--- src/rtl/mem_access_ctrl.sv ---
// MEM-stage access sequencer for a multi-cycle data memory with a req/ack handshake.
// Holds the request stable until acknowledged and stalls the pipeline while it waits.
`timescale 1ns/1ps
module mem_access_ctrl #(
  parameter int unsigned TIMEOUT = 255,
  parameter int unsigned CNT_W   = 8
) (
  input  logic        clk,
  input  logic        rst,
  input  logic        MemRead,
  input  logic        MemWrite,
  input  logic [31:0] addr,
  input  logic [31:0] wdata,
  output logic        mem_req,
  output logic        mem_we,
  output logic [31:0] mem_addr,
  output logic [31:0] mem_wdata,
  input  logic        mem_ack,
  input  logic [31:0] mem_rdata,
  output logic        stall,
  output logic [31:0] rdata,
  output logic        err_align,
  output logic        err_timeout,
  output logic [1:0]  dbg_state
);

  typedef enum logic [1:0] {
    IDLE = 2'd0,
    WAIT = 2'd1,
    DONE = 2'd2
  } state_t;

  state_t             r_state;
  state_t             w_next_state;
  logic [CNT_W-1:0]   r_cnt;
  logic               r_mem_req;
  logic               r_mem_we;
  logic [31:0]        r_mem_addr;
  logic [31:0]        r_mem_wdata;
  logic [31:0]        r_rdata;
  logic               r_err_align;
  logic               r_err_timeout;

  logic               w_enable;
  logic               w_aligned;
  logic               w_access;
  logic               w_misaligned;
  logic               w_last_wait;
  logic               w_stall;

  assign w_enable     = MemRead | MemWrite;
  assign w_aligned    = (addr[1:0] == 2'b00);
  assign w_access     = w_enable & w_aligned;
  assign w_misaligned = w_enable & ~w_aligned;
  assign w_last_wait  = (r_cnt == CNT_W'(TIMEOUT - 1));

  // State register.
  always_ff @(posedge clk or posedge rst) begin
    if (rst) begin
      r_state <= IDLE;
    end else begin
      r_state <= w_next_state;
    end
  end

  // Next-state logic. An ack in the last allowed WAIT cycle still completes normally.
  always_comb begin
    w_next_state = r_state;
    case (r_state)
      IDLE:    if (w_access) w_next_state = WAIT;
      WAIT:    if (mem_ack || w_last_wait) w_next_state = DONE;
      DONE:    w_next_state = IDLE;
      default: w_next_state = IDLE;
    endcase
  end

  // Output logic: stall is raised combinationally in the detect cycle so EX/MEM
  // holds the instruction from the very first cycle of the access.
  always_comb begin
    w_stall = 1'b0;
    case (r_state)
      IDLE:    w_stall = w_access;
      WAIT:    w_stall = 1'b1;
      DONE:    w_stall = 1'b0;
      default: w_stall = 1'b0;
    endcase
  end

  // Handshake: mem_req stays high with mem_we/mem_addr/mem_wdata frozen until the
  // memory returns a single-cycle mem_ack; the request drops on the edge that samples
  // the ack (or on timeout), and an ack seen outside WAIT carries no meaning.
  always_ff @(posedge clk or posedge rst) begin
    if (rst) begin
      r_cnt         <= '0;
      r_mem_req     <= 1'b0;
      r_mem_we      <= 1'b0;
      r_mem_addr    <= 32'h0000_0000;
      r_mem_wdata   <= 32'h0000_0000;
      r_rdata       <= 32'h0000_0000;
      r_err_align   <= 1'b0;
      r_err_timeout <= 1'b0;
    end else begin
      r_err_align   <= 1'b0;
      r_err_timeout <= 1'b0;
      case (r_state)
        IDLE: begin
          if (w_access) begin
            r_mem_req   <= 1'b1;
            r_mem_we    <= MemWrite;
            r_mem_addr  <= addr;
            r_mem_wdata <= wdata;
            r_cnt       <= '0;
          end else if (w_misaligned) begin
            r_err_align <= 1'b1;
          end
        end
        WAIT: begin
          if (mem_ack) begin
            r_mem_req <= 1'b0;
            if (!r_mem_we) r_rdata <= mem_rdata;
          end else if (w_last_wait) begin
            r_mem_req     <= 1'b0;
            r_err_timeout <= 1'b1;
            if (!r_mem_we) r_rdata <= 32'h0000_0000;
          end else begin
            r_cnt <= r_cnt + 1'b1;
          end
        end
        default: begin
        end
      endcase
    end
  end

  assign mem_req     = r_mem_req;
  assign mem_we      = r_mem_we;
  assign mem_addr    = r_mem_addr;
  assign mem_wdata   = r_mem_wdata;
  assign rdata       = r_rdata;
  assign err_align   = r_err_align;
  assign err_timeout = r_err_timeout;
  assign stall       = w_stall;
  assign dbg_state   = r_state;

  a_req_only_in_wait: assert property (@(posedge clk) disable iff (rst)
    r_mem_req == (r_state == WAIT));

endmodule

--- config.mk ---
export PLATFORM = sky130hd
export DESIGN_NAME = mem_access_ctrl
export DESIGN_NICKNAME = d
export VERILOG_FILES = /design/src/rtl/mem_access_ctrl.sv
export SDC_FILE = /design/constraint.sdc
export NUM_CORES = 1
export LEC_CHECK = 0
export CORE_MARGIN = 2
export CORE_UTILIZATION = 44
export DETAILED_ROUTE_END_ITERATION = 8
export GPL_TIMING_DRIVEN = 1
export PLACE_DENSITY = 0.85
export REMOVE_ABC_BUFFERS = 1
export SLEW_MARGIN = 25
export SYNTH_ARGS = -nofsm -noshare
export SYNTH_HDL_FRONTEND = slang
export SYNTH_SLANG_ARGS = --single-unit
--- constraint.sdc ---
create_clock -name clk -period 6.3 [get_ports clk]
set_clock_uncertainty 0.2 [all_clocks]
set_input_delay 1.26 -clock clk [delete_from_list [all_inputs] [get_ports clk]]
set_output_delay 1.26 -clock clk [all_outputs]
set_load 0.02 [all_outputs]
Yosys cells after proc, flatten, opt, wreduce, memory -nomap -nowiden

Index checks and enable logic that the tools add are counted.

$add $sub $neg: 1
Equality and inequality tests: 7
Multiplexer cells: 22
Bitwise gates (word level): 5
Reductions and logical operators: 10

Operators with widths:

| cell                                                | count |
|---|---|
| 2-to-1 mux 32 bit                                   | 4 |
| 2-to-1 mux 8 bit                                    | 3 |
| case mux 8 bit (2 select lines)                     | 1 |
| 2-to-1 mux 1 bit                                    | 9 |
| adder 8 x 1 -> 8 bit, second input constant         | 1 |
| equality test 8 bit, second input constant          | 1 |
| != test 2 bit, second input constant                | 4 |
| AND reduction 3 bit                                 | 2 |
| zero test 2 bit                                     | 2 |
| 2-to-1 mux 2 bit                                    | 2 |
| case mux 1 bit (2 select lines)                     | 2 |
| case mux 2 bit (2 select lines)                     | 1 |
| AND reduction 2 bit                                 | 2 |
| AND reduction 4 bit                                 | 1 |
| nonzero test 2 bit                                  | 2 |
| != test 3 bit, second input constant                | 1 |
| bitwise AND 1 bit                                   | 2 |
| equality test 2 x 1 -> 1 bit, second input constant | 1 |
| inverter 1 bit                                      | 2 |
| logical OR 1 bit                                    | 1 |
| bitwise OR 1 bit                                    | 1 |

Bits in registers: 110
Bits of input ports: 101
Output and inout port bits: 103
Word-level logic and storage cells: 54

Longest topological paths before layout

Gate-level depths: netlist (run 1).

Depth after elaboration: 6
Depth in mapped cells: 7
Gate-level depth less buffers: 6

Least setup slack after synthesis (run 1)

OpenSTA, ideal clock, no wires.

Path kind: in2out
Start: input port addr[1]
End: output port stall
Arrival time: 1898 ps
Slack: 2942 ps
Stages on the path: 3
Path buffers: 0
Cells stage by stage: nor2_1 > o21ai_0 > a21oi_1

Cells in the longest elaborated chain, start to end: 3

RTL lines:

| element                         | RTL line | text |
|---|---|---|
| from (decl)                     | 12       | `input logic [31:0] addr,` |
| zero test 2 bit                 | 52       | `assign w_aligned = (addr[1:0] == 2'b00);` |
| bitwise AND 1 bit               | 53       | `assign w_access = w_enable & w_aligned;` |
| case mux 1 bit (2 select lines) | 81       | `case (r_state)` |
| to (decl)                       | 20       | `output logic stall,` |

Every way passes these cells.

Worst setup path after layout (run 1)

Ends and elaborated chain as after synthesis.

==> flow_summary.yaml, run 1 <==
timing:
  worstMarginPinSlew_ns: 0.8290
  max_freq_mhz: 231.0
  finalSetupViolCount: 0
  fin_crit_ns: 4.329
  rsz0062_at_grt: "no"
  setup-tns-final_ns: 0
  max-slew-margin-rel: 0.4447
  post-route-period-util: 0.6872
  hold_violations: 0
  slew_violations: 0
layout:
  nFillCells: 747
  multi_input_area_um2: 1389
  drive_above_1_share: 0.04412
  regArea_um2: 2753
  syn2layout_area_growth_pct: 53.91
  n_antenna_cell: 0
  layout_commonest_cell: "clkdlybuf4s50_1"
  final_cells: 745
  nets: 710
  final_cell_mix: "clkdlybuf4s50_1 (203), nand2_1 (191), dfrtp_1 (110)"
  postLayoutCellArea_um2: 6605
power:
  p_seq_frac: 0.412
  power.density_nw_per_um2: 387.2
  switching_share: 0.3474
  p_leak_nw: 3.096
  pwr-share-clk: 0.182
  p_switching_mw: 0.8884
  p_int_mw: 1.669
  vdd_drop_max_mv: 0.1869
  finalPower_mw: 2.557
  combPwrFrac: 0.405
critical_path:
  start_kind: "primary input"
  cp_slowest_cell: "clkdlybuf4s50_1"
  end_kind: "primary output"
  critPathMaxFanout: 4
  rr_worst_depth: 6
  cp.arrival_ns: 2.87
  cpPeakStageDelay_ns: 0.62
  crit_top_cell: "clkdlybuf4s50_1"
  path_cells: "clkdlybuf4s50_1, nor2_1, o21ai_0, a21oi_1, clkdlybuf4s50_1"
  criticalPathCategory: "primary input to primary output"
  cp.required_ns: 4.84
route:
  num_vias: 3622
  wl_um: 11470
  drtAntennaViolNets: 0
  drt-initial-drc-count: 113
  wire_per_inst_um: 15.39
  drc: 0
  drtPass1Iterations: 4
  via_per_inst: 4.862
synthesis:
  yosys.area_share.simple: 0.2149
  yosys.area.top_type: "dfrtp_1"
  synth_fa_ha_area_frac: 0.005831
  synth_area_um2: 4292
  synth.area.top_cells: "dfrtp_1 (64%), nand2_1 (17%), a22o_1 (6.5%)"
  yosysWarnings: 0
  syn_area_per_cell_um2: 10.39
  ys_ff_latch: 110
  netlist.area_leader.share: 0.6414
  synthXorXnorAreaFrac: 0
  synth_cells: 413
  synthMuxAreaShare: 0.01166
  synth_top_family_by_area: "simple AND/OR/NAND/NOR gates"
  synth_compound_area_frac: 0.09009
  seq_area_frac_synth: 0.6414
  synth_cell_types: 36
floorplan:
  die_x_um: 102.8
  core_um2: 9639
  start_util: 0.4452
  ios: 204
  die_h_um: 102.8
  rows: 36
  dieArea_um2: 10560
clocking:
  cts_buffers: 9
  ctsHoldBuffers: 0
  insertion_delay_ns: 0.36
  root_buffer: "clkbuf_8"
  cts_resized: 0
  path_clk_slew_ns: 0.10
  cts_max_level: 3
  post_cts_buffers: 0
  cts.sinks: 110
  cts_tree: "yes"
  cts_buffer_depth: 2
job:
  drv_cap: 0
grt:
  grt_overflow: 0
  grt_pass1_vias: 3540
  grt_util_all_layers: 0.2118
  antenna_found_initial: 0
  grt_pass1_wl_um: 17330
  grt_max_degree: 72
worst_hold_path:
  hold_path_depth: 2
  hp-class: "flip-flop to flip-flop"
placed_design:
  io_buffers: 203
  placed_cell_area_um2: 6382
  gp_congestion: 0.8006
  post-place-cells: 729
  hpwl_um: 8135
run_status:
  status: "finished clean"
sequential cells by signal, summed over array words and instances, names as in the netlist:
register     count
err_align        1
err_timeout      1
mem_addr        32
rdata           32
mem_wdata       32
mem_we           1
mem_req          1
dbg_state        2
r_cnt            8
cell type report:
| class | count | area share |
|---|---|---|
| repair buffers | 205 | 0.3099 |
| flip-flops and latches | 110 | 0.4167 |
| multi-input cells | 274 | 0.2103 |
| clock inverters | 7 | 0.01478 |
| inverters | 7 | 0.004357 |
| well taps | 133 | 0.02519 |
| clock buffers | 9 | 0.01875 |
power groups by stage:
stage               clock, mW  sequential [mW]  combinational [mW]
finish                  0.466             1.05                1.04
floorplan                   0             1.31               0.223
detailed placement          0             1.07                1.04
global route            0.505             1.08                1.11
CTS                     0.476             1.05                1.05
global placement            0             1.05                1.03
metrics by stage:
step | hold slack, ns | setup slack (ns) | util
floorplan | 0.2713 | 1.938 | -
global placement | 0.2564 | 2.030 | 0.6619
detailed placement | 0.2621 | 1.973 | 0.6621
CTS | 0.2867 | 1.985 | 0.6851
global route | 0.3051 | 1.927 | 0.6852
finish | 0.2837 | 1.971 | 0.6852
worst max-delay path: cells and delay by family:
kind	cells	cell delay [ns]
buf+inv	2	1.02
compound gates	2	0.35
simple gates	1	0.25
routing by layer:
layer,vias up,global-route usage,part of all wire
li1,1728,-,-
met1,1720,0.2685,0.42
met2,162,0.3539,0.48
met3,12,0.05153,0.084
met4,0,0.08097,0.016
met5,-,0,0
final timing paths:
check                             start  slack (ns)      endpoint
max in group asynchronous           rst        3.63  mem_wdata[3]
max reg2reg                    r_cnt[0]        4.13     rdata[12]
min                        mem_addr[20]        0.28  mem_addr[20]
min reg2reg                mem_addr[20]        0.28  mem_addr[20]
max                             addr[1]        1.97         stall
min in group asynchronous           rst        1.20  mem_addr[10]
synth_stat cells:
cell type / number
nand2_1: 191
dfrtp_1: 110
a22o_1: 32
clkbuf_1: 8
buf_2: 7
inv_1: 7
nor3_1: 6
mux2i_1: 5
nor2_1: 5
buf_4: 4
a21oi_1: 3
buf_6: 3
nand2b_1: 3
o21ai_0: 3
and2_1: 2
ha_1: 2
nand3_1: 2
o32ai_1: 2
and3_1: 1
and3b_1: 1
nand3b_1: 1
nand4_1: 1
nand4_4: 1
nand4b_1: 1
nor2_4: 1
nor2b_2: 1
nor3_2: 1
nor3b_1: 1
nor3b_2: 1
nor4_1: 1
o2111ai_1: 1
o211ai_1: 1
o211ai_4: 1
o21a_1: 1
o22ai_1: 1
o31ai_1: 1
cells by family (layout without fill, tap and decap cells):
group | after synthesis | in the layout
AND/OR/NAND/NOR | 221 | 221
flip-flops | 110 | 110
adder cells (fa/ha/maj) | 2 | 2
AO/OA/AOI/OAI | 46 | 46
buffers and inverters | 29 | 228
multiplexers | 5 | 5
Power figures use the tool's default switching activity.
==> run 2: changes to the inputs <==
--- a/config.mk
+++ b/config.mk
@@ -6,10 +6,10 @@
 export NUM_CORES = 1
 export LEC_CHECK = 0
 export CORE_MARGIN = 2
-export CORE_UTILIZATION = 44
+export CORE_UTILIZATION = 37
 export DETAILED_ROUTE_END_ITERATION = 8
 export GPL_TIMING_DRIVEN = 1
-export PLACE_DENSITY = 0.85
+export PLACE_DENSITY = 0.77
 export REMOVE_ABC_BUFFERS = 1
 export SLEW_MARGIN = 25
 export SYNTH_ARGS = -nofsm -noshare
==> constraint.sdc (replaced) <==
create_clock -name clk -period 3.7 [get_ports clk]
set_clock_uncertainty 0.2 [all_clocks]
set_input_delay 0.74 -clock clk [delete_from_list [all_inputs] [get_ports clk]]
set_output_delay 0.74 -clock clk [all_outputs]
set_load 0.02 [all_outputs]
==> run 2 against run 1 <==
Effect of this change:
- setup slack worse by 1.6 ns
- clock power is 130% higher
- critical path depth is the same
- flip-flop and latch count unchanged
- total power up 81%
==> flow_summary.yaml, run 2 (synthesis results as in run 1) <==
timing:
  hold_violations: 0
  fin_crit_ns: 3.318
  slew_violations: 0
  post-route-period-util: 0.8967
  max-slew-margin-rel: 0.4353
  timing.final.ws_setup_ns: 0.3823
  max_freq_mhz: 301.4
  finalSetupViolCount: 0
  rsz0062_at_grt: "no"
  setup-tns-final_ns: 0
  worstMarginPinSlew_ns: 0.8430
layout:
  drive_above_1_share: 0.05024
  final_cell_mix: "clkdlybuf4s50_1 (203), nand2_1 (191), dfrtp_1 (110)"
  fin_util: 0.5968
  nFillCells: 988
  n_antenna_cell: 0
  syn2layout_area_growth_pct: 58.11
  nets: 715
  layout_commonest_cell: "clkdlybuf4s50_1"
critical_path:
  cp_slowest_cell: "clkdlybuf4s50_1"
  end_kind: "primary output"
  path_cells: "clkdlybuf4s50_1, nor2_1, o21ai_0, a21oi_1, clkdlybuf4s50_1"
  criticalPathCategory: "primary input to primary output"
  critPathMaxFanout: 4
  crit_family: "buffers and inverters"
  r2r_slack_ns: 1.54
  cp.required_ns: 2.76
  cpPeakStageDelay_ns: 0.62
  start_kind: "primary input"
  cp.arrival_ns: 2.38
  crit_top_cell: "clkdlybuf4s50_1"
  cp_num_buf_inv: 2
route:
  wire_per_inst_um: 15.06
  num_vias: 3694
  drtAntennaViolNets: 0
  drc: 0
  wl_um: 11450
  drtPass1Iterations: 4
  drt-initial-drc-count: 146
  via_per_inst: 4.861
power:
  finalPower_mw: 4.629
  power.density_nw_per_um2: 682.2
  vdd_drop_max_mv: 0.3754
  p_leak_nw: 3.187
floorplan:
  core_um2: 11370
  start_util: 0.3775
  die_h_um: 111.7
  rows: 39
  ios: 204
  die_x_um: 111.7
  dieArea_um2: 12480
grt:
  grt_max_degree: 58
  grt_pass1_vias: 3729
  grt_pass1_wl_um: 18520
  antenna_found_initial: 0
  grt_overflow: 0
  grt_util_all_layers: 0.1847
placed_design:
  gp_congestion: 0.8233
  pre_cts_slack_ns: 0.3943
  hpwl_um: 8234
  io_buffers: 203
worst_hold_path:
  hp-class: "flip-flop to flip-flop"
clocking:
  cts_max_level: 3
  root_buffer: "clkbuf_16"
  post_cts_buffers: 0
  cts_buffers: 9
  cts_tree: "yes"
  ctsHoldBuffers: 0
  cts.sinks: 110
  cts_buffer_depth: 2
  insertion_delay_ns: 0.34
  path_clk_slew_ns: 0.07
  cts_resized: 0
run_status:
  status: "finished clean"
job:
  drv_cap: 0
run 2: cell types whose count changed in the layout (fill, tap and decap cells not counted), sizes merged:
cell / delta
buf: +5
clkbuf: +3
clkinv: -2
clkinvlp: -1
run 2: worst min-delay path, stage by stage (launching register included):
cell and delay (ns):
dfrtp_1 0.35, nand2_1 0.05, nand2_1 0.05
run 2: stage by stage:
| step | std cells | hold slack (ns) | instance area, µm² |
|---|---|---|---|
| 6_report | 760 | 0.2756 | 6785 |
| 3_3_place_gp | 744 | 0.2564 | 6442 |
| 2_1_floorplan | 391 | 0.2713 | 4163 |
| 4_1_cts | 760 | 0.2790 | 6785 |
| 3_5_place_dp | 744 | 0.2609 | 6442 |
| 5_1_grt | 760 | 0.2910 | 6785 |
run 2: report_power, final:
group          leakage, nW  internal, mW  total, mW  switching, mW
Clock                0.165         0.652       1.08          0.426
Sequential            1.39          1.57       1.78          0.217
Combinational         1.63         0.900       1.77          0.869
run 2: final cells by class:
cell class,count,area [µm²],share of cell area
repair buffers,210,2097,0.3091
flip-flops and latches,110,2753,0.4057
inverters,7,28.78,0.004241
clock buffers,12,266.5,0.03928
multi-input cells,274,1385,0.2041
well taps,143,178.9,0.02637
clock inverters,4,76.32,0.01125
run 2: routing by layer:
metal,vias up,GRT usage,routed length [µm]
met3,16,0.06260,1013
met1,1770,0.2296,4989
li1,1751,-,-
met4,0,0.07160,196
met2,157,0.2990,5247
met5,-,0,0
run 2: final timing paths:
path / start / to / cells past startpoint
min in group asynchronous: rst / mem_addr[14] / 2
max in group asynchronous: rst / mem_wdata[19] / 3
max: addr[1] / stall / 5
min reg2reg: mem_addr[27] / mem_addr[27] / 2
min: mem_addr[27] / mem_addr[27] / 2
max reg2reg: r_cnt[0] / rdata[6] / 6
